===== src/rtl/uart_pkg.sv =====
// uart_pkg: state encodings, parameter limits and parity helper
// shared by the UART transmit and receive blocks.
package uart_pkg;

    // Three-bit state encodings, common to uart_tx and uart_rx.
    typedef enum logic [2:0] {
        SM_IDLE      = 3'd0,
        SM_TX_START  = 3'd1,
        SM_TX_DATA   = 3'd2,
        SM_TX_PARITY = 3'd3,
        SM_TX_STOP   = 3'd4
    } sm_state_t;

    localparam int DATA_BITS_MIN        = 5;
    localparam int DATA_BITS_MAX        = 9;
    localparam int DATA_BITS_MAX_PARITY = 8;
    localparam int STOP_BITS_MIN        = 1;
    localparam int STOP_BITS_MAX        = 2;
    localparam int PARITY_BITS_MAX      = 1;
    localparam int CLK_PER_BIT_MIN      = 2;
    localparam int WORD_MAX             = 9;

    // Even parity is the XOR of all bits; odd parity is its inverse.
    function automatic logic parity_bit(
        input logic [WORD_MAX-1:0] word,
        input logic                odd
    );
        return (^word) ^ odd;
    endfunction

endpackage


===== src/rtl/uart_bit_timer.sv =====
// uart_bit_timer: divides clk down to one bit_end pulse every
// CLK_PER_BIT cycles; clear holds the count at zero.
module uart_bit_timer #(
    parameter int CLK_PER_BIT = 8
) (
    input  logic clk,
    input  logic rst_n,
    input  logic clear,
    output logic bit_end
);

    localparam int CW = (CLK_PER_BIT > 1) ? $clog2(CLK_PER_BIT) : 1;
    localparam logic [CW-1:0] LAST = CW'(CLK_PER_BIT - 1);

    logic [CW-1:0] count;

    assign bit_end = (count == LAST);

    // Count up, wrapping explicitly at the last cycle of each bit.
    always_ff @(posedge clk or negedge rst_n) begin
        if (!rst_n) begin
            count <= '0;
        end else if (clear || bit_end) begin
            count <= '0;
        end else begin
            count <= count + 1'b1;
        end
    end

endmodule


===== src/rtl/uart_tx.sv =====
// uart_tx: valid/ready fed asynchronous serial transmitter,
// start + data (LSB first) + optional parity + stop bits.
module uart_tx
    import uart_pkg::*;
#(
    parameter int DATA_BIT_COUNT   = 8,
    parameter int PARITY_BIT_COUNT = 0,
    parameter int PARITY_ODD       = 0,
    parameter int STOP_BIT_COUNT   = 1,
    parameter int CLK_PER_BIT      = 8
) (
    input  logic                      clk,
    input  logic                      rst_n,
    input  logic [DATA_BIT_COUNT-1:0] data,
    input  logic                      valid,
    output logic                      ready,
    output logic                      serial,
    output logic                      busy,
    output logic                      done
);

    localparam logic [3:0] LAST_DATA = 4'(DATA_BIT_COUNT - 1);
    localparam logic [3:0] LAST_STOP = 4'(STOP_BIT_COUNT - 1);
    localparam logic       ODD       = (PARITY_ODD != 0);

    generate
        if (DATA_BIT_COUNT < DATA_BITS_MIN ||
            DATA_BIT_COUNT > DATA_BITS_MAX) begin : g_bad_data
            $error("uart_tx: DATA_BIT_COUNT out of range");
        end
        if (PARITY_BIT_COUNT < 0 ||
            PARITY_BIT_COUNT > PARITY_BITS_MAX) begin : g_bad_par
            $error("uart_tx: PARITY_BIT_COUNT must be 0 or 1");
        end
        if (PARITY_BIT_COUNT == 1 &&
            DATA_BIT_COUNT > DATA_BITS_MAX_PARITY) begin : g_bad_dpar
            $error("uart_tx: too many data bits for a parity frame");
        end
        if (STOP_BIT_COUNT < STOP_BITS_MIN ||
            STOP_BIT_COUNT > STOP_BITS_MAX) begin : g_bad_stop
            $error("uart_tx: STOP_BIT_COUNT must be 1 or 2");
        end
        if (CLK_PER_BIT < CLK_PER_BIT_MIN) begin : g_bad_cpb
            $error("uart_tx: CLK_PER_BIT must be at least 2");
        end
    endgenerate

    sm_state_t                 state;
    logic [3:0]                bit_cnt;
    logic [DATA_BIT_COUNT-1:0] shift_reg;
    logic                      par_q;
    logic                      serial_q;
    logic                      bit_end;
    logic                      last_stop;
    logic                      accept;
    logic                      data_par;

    uart_bit_timer #(
        .CLK_PER_BIT(CLK_PER_BIT)
    ) u_timer (
        .clk    (clk),
        .rst_n  (rst_n),
        .clear  (state == SM_IDLE),
        .bit_end(bit_end)
    );

    assign last_stop = (state == SM_TX_STOP) &&
                       (bit_cnt == LAST_STOP) && bit_end;
    assign ready     = (state == SM_IDLE) || last_stop;
    assign accept    = valid && ready;
    assign busy      = (state != SM_IDLE);
    assign done      = last_stop;
    assign serial    = serial_q;
    assign data_par  = parity_bit(WORD_MAX'(data), ODD);

    // Frame sequencer; serial_q is loaded with the level of the
    // state being entered so the line changes right at the edge.
    always_ff @(posedge clk or negedge rst_n) begin
        if (!rst_n) begin
            state     <= SM_IDLE;
            bit_cnt   <= '0;
            shift_reg <= '0;
            par_q     <= 1'b0;
            serial_q  <= 1'b1;
        end else begin
            unique case (state)
                SM_IDLE: begin
                    serial_q <= 1'b1;
                    if (accept) begin
                        shift_reg <= data;
                        par_q     <= data_par;
                        bit_cnt   <= '0;
                        serial_q  <= 1'b0;
                        state     <= SM_TX_START;
                    end
                end
                SM_TX_START: begin
                    if (bit_end) begin
                        bit_cnt  <= '0;
                        serial_q <= shift_reg[0];
                        state    <= SM_TX_DATA;
                    end
                end
                SM_TX_DATA: begin
                    if (bit_end) begin
                        if (bit_cnt == LAST_DATA) begin
                            bit_cnt <= '0;
                            if (PARITY_BIT_COUNT == 1) begin
                                serial_q <= par_q;
                                state    <= SM_TX_PARITY;
                            end else begin
                                serial_q <= 1'b1;
                                state    <= SM_TX_STOP;
                            end
                        end else begin
                            shift_reg <= shift_reg >> 1;
                            serial_q  <= shift_reg[1];
                            bit_cnt   <= bit_cnt + 4'd1;
                        end
                    end
                end
                SM_TX_PARITY: begin
                    if (bit_end) begin
                        bit_cnt  <= '0;
                        serial_q <= 1'b1;
                        state    <= SM_TX_STOP;
                    end
                end
                SM_TX_STOP: begin
                    if (bit_end) begin
                        if (bit_cnt == LAST_STOP) begin
                            bit_cnt <= '0;
                            if (accept) begin
                                shift_reg <= data;
                                par_q     <= data_par;
                                serial_q  <= 1'b0;
                                state     <= SM_TX_START;
                            end else begin
                                serial_q <= 1'b1;
                                state    <= SM_IDLE;
                            end
                        end else begin
                            bit_cnt <= bit_cnt + 4'd1;
                        end
                    end
                end
                default: begin
                    bit_cnt  <= '0;
                    serial_q <= 1'b1;
                    state    <= SM_IDLE;
                end
            endcase
        end
    end

endmodule


===== config.mk =====
export PLATFORM = sky130hd
export DESIGN_NAME = uart_tx
export DESIGN_NICKNAME = d
export VERILOG_FILES = /design/src/rtl/uart_pkg.sv /design/src/rtl/uart_bit_timer.sv /design/src/rtl/uart_tx.sv
export SDC_FILE = /design/constraint.sdc
export NUM_CORES = 1
export LEC_CHECK = 0
export BUFFER_PORTS_ARGS = -buffer_cell sky130_fd_sc_hd__buf_2
export CAP_MARGIN = 0
export CORE_MARGIN = 1.5
export CORE_UTILIZATION = 30
export DETAILED_ROUTE_END_ITERATION = 10
export GPL_ROUTABILITY_DRIVEN = 1
export HOLD_SLACK_MARGIN = 0.08
export PLACE_DENSITY = 0.45
export SLEW_MARGIN = 10
export SYNTH_ARGS = -nofsm -noshare
export SYNTH_HDL_FRONTEND = slang
export SYNTH_SLANG_ARGS = --single-unit

===== constraint.sdc =====
create_clock -name clk -period 2.8 [get_ports clk]
set_input_delay 0.56 -clock clk [delete_from_list [all_inputs] [get_ports clk]]
set_output_delay 0.56 -clock clk [all_outputs]
set_load 0.01 [all_outputs]

==> impl_metrics.csv <==
group,metric,value,unit
clock_tree,clockBufferDepth,2,
logic_synthesis,ys_warn_count,0,
cells_and_area,antennaDiodeCount,0,
route,first_pass_iters,4,
setup_path,cp_slowest_stage_delay,0.62,ns
logic_synthesis,syn_nets,121,
clock_tree,cts_tree,"done",
setup_path,regToRegEndpoint,"shift_reg[7]",
pwr,p_per_area,998,nW/um^2
global_route,grt_max_degree,20,
clock_tree,cts_inserted_buffers,3,
floorplan,dieWidth,63.2,um
clock_tree,clock_latency,0.31,ns
pwr,clock_power_share,12.5,%
cells_and_area,fin_cells,163,
sta,tightest_slew,0.453,ns
global_route,overflow,0,
pwr,p_leak,0.525,nW
sta,period_share,82.9,%
logic_synthesis,syn_area,1090,um^2
run,cap_violations,0,
route,vias,872,
setup_path,crit_family,"compound AO/OA/AOI/OAI gates",
cells_and_area,layout-drive-gt1-share,19.7,%
setup_path,regToRegSetupSlack,0.48,ns
global_route,grt_usage,13.0,%
clock_tree,post_cts_resized,0,
sta,rsz0062_at_grt,"false",
sta,final.min_clock_period,2.32,ns
cells_and_area,final_common_cell,"dfrtp_1",
sta,setup_viol_count_final,0,
route,drtAntennaViolNets,0,
clock_tree,h-tree-depth,1,
cells_and_area,fin_util,35.3,%
logic_synthesis,ys_seq_elements,19,
setup_path,cp_max_fo,11,
setup_path,slowest_stage,"a2111o_1",
sta,fin_tns_setup,0,ns
route,via_per_inst,5.35,
clock_tree,postCtsSetupBuffers,0,
logic_synthesis,synth_top_area_share,41.4,%
sta,finalClockSkew,0.0146,ns
setup_path,critPathMostFrequentCell,"ha_1",
placed_design,dpl.hpwl,1.68,mm
logic_synthesis,synthTopCellsByArea,"dfrtp_1 41%, o22a_1 11%, ha_1 4.6%, o21ai_0 4.1%, inv_1 2.8%",
setup_path,worstPathCellList,"ha_1 -> ha_1 -> nand4bb_1 -> a2111o_1 -> a221oi_4 -> o22ai_1",
cells_and_area,final_net_count,133,
global_route,grt_pass1_wl,4.08,mm
placed_design,portBuffers,14,
clock_tree,cts_root_buf,"clkbuf_4",
pwr,switching_share,41.5,%
placed_design,place.gp.congestion,0.744,
floorplan,core.rowCount,21,
route,wire_per_inst,14.6,um
floorplan,coreArea,3420,um^2
floorplan,ios,15,
cells_and_area,fill_cells,370,
pwr,power.switching,0.500,mW
logic_synthesis,synth_top_area_cell,"dfrtp_1",
route,routed_wl,2.38,mm
sta,maxSlewViolCount,0,
pwr,combPwrFrac,47.2,%
route,drc,0,
global_route,antenna_found_initial,0,
setup_path,arrival,2.51,ns
clock_tree,clk_pin_slew,0.13,ns
floorplan,die-area,3990,um^2
sta,hold_viol,0,
setup_path,crit_cells,6,
cells_and_area,syn_to_final_growth,10.8,%
logic_synthesis,synth_seq_area_share,43.8,%
sta,clock.fmax,431,MHz
cells_and_area,multi_input_area,541,um^2
setup_path,cp_data_required_time,2.99,ns
logic_synthesis,postSynthAreaPerCell,10.3,um^2
placed_design,dpl.cell_count,159,
floorplan,die_y,63.2,um
hold_path,hold_path_class,"in2async",
clock_tree,cts_hold_buf,0,
cells_and_area,largest_reg_flops,8,
clock_tree,cts.sinks,19,
setup_path,rr_worst_depth,6,
setup_path,path_buf_inv,0,
route,drtIter0Drc,66,
pwr,p_int,0.703,mW
setup_path,r2r-start,"u_timer.count[0]",
setup_path,startpoint_type,"register",
pwr,irDropWorstVdd,0.366,mV
global_route,grt_pass1_vias,890,
cells_and_area,register_area,477,um^2
logic_synthesis,synth_cells,106,
cells_and_area,final_cell_mix,"18 x dfrtp_1, 14 x o22a_1, 14 x buf_2, 9 x o21ai_0, 8 x inv_1",
setup_path,criticalPathCategory,"reg2reg",
pwr,seqPwrFrac,40.3,%
logic_synthesis,synth_cell_type_count,37,
sta,max_slew_margin,69.8,%
run_status,outcome,"finished clean",
setup_path,end_kind,"register",
floorplan,start_util,31.8,%
==> kinds of logic after synthesis <==
| family | Yosys count | share of synthesized area (%) |
|---|---|---|
| flops | 19 | 43.8 |
| xor+xnor | 1 | 0.806 |
| fa+ha+maj | 4 | 4.60 |
| buf+inv | 15 | 6.44 |
| simple gates | 28 | 15.8 |
| compound gates | 38 | 27.6 |
| mux | 1 | 0.921 |
==> power groups by stage <==
| stage | Sequential [mW] | Clock [mW] | Combinational, mW |
|---|---|---|---|
| after floorplan | 0.438 | 0 | 0.517 |
| after global placement | 0.489 | 0 | 0.568 |
| after detailed placement | 0.489 | 0 | 0.571 |
| after CTS | 0.483 | 0.157 | 0.572 |
| after global routing | 0.502 | 0.168 | 0.640 |
| final | 0.484 | 0.150 | 0.568 |
==> worst reg2reg max path, cell delays in order (launching register included) <==
cell and delay [ns]:
dfrtp_1 0.37, ha_1 0.15, ha_1 0.20, nand4bb_1 0.17, a2111o_1 0.62, a221oi_4 0.53, o22ai_1 0.15
==> per-stage QoR <==
step / hold WS [ns] / cell area, um^2 / worst slack [ns] / total power [mW]
floorplan: 0.264 / 1090 / 0.897 / 0.955
global placement: 0.417 / 1170 / 0.568 / 1.06
detailed placement: 0.424 / 1170 / 0.477 / 1.06
CTS: 0.180 / 1200 / 0.474 / 1.21
global route: 0.189 / 1200 / 0.359 / 1.31
finish: 0.168 / 1200 / 0.478 / 1.20
==> area by class of cell <==
type,instances,share of cell area [%]
Inverter,8,2.49
Clock buffer,3,1.87
Timing Repair Buffer,14,5.82
Tap cell,46,4.78
Clock inverter,1,0.623
Multi-Input combinational cell,72,44.9
Sequential cell,19,39.6
==> worst max-delay path by stage <==
stage                           startpoint           end
after floorplan           u_timer.count[0]  shift_reg[6]
after global placement    u_timer.count[0]  shift_reg[7]
after detailed placement  u_timer.count[0]  shift_reg[7]
after CTS                 u_timer.count[0]  shift_reg[7]
after global routing      u_timer.count[0]  shift_reg[7]
final                     u_timer.count[0]  shift_reg[7]
==> per-layer routing <==
metal,track usage [%],vias up,wire [um]
met3,2.32,2,110
met2,20.6,22,1070
met5,0,-,0
li1,-,419,-
met4,6.25,0,19
met1,17.1,429,1180
==> cells in the mapped netlist <==
cell        n
a21oi_1     2
a21boi_0    1
or3b_2      2
a2bb2oi_1   1
nand2b_1    1
o22a_1     14
buf_2       4
xor2_1      1
nand2_1     5
nor4_1      1
mux2i_1     1
nor4b_1     1
o21bai_1    1
o41ai_1     1
nor2_1      4
o22ai_1     2
or3b_1      1
a2111o_1    1
or3_1       2
a221oi_4    1
nand4bb_1   1
inv_1       8
ha_1        4
a31o_2      1
and3b_1     1
dfrtp_1    18
buf_6       1
and3_1      2
dfstp_2     1
a32oi_1     1
nand3b_1    1
o21ai_0     9
clkbuf_1    1
clkbuf_2    1
nand3_1     3
nor3b_1     3
a21o_1      3
Power figures use the tool's default switching activity.
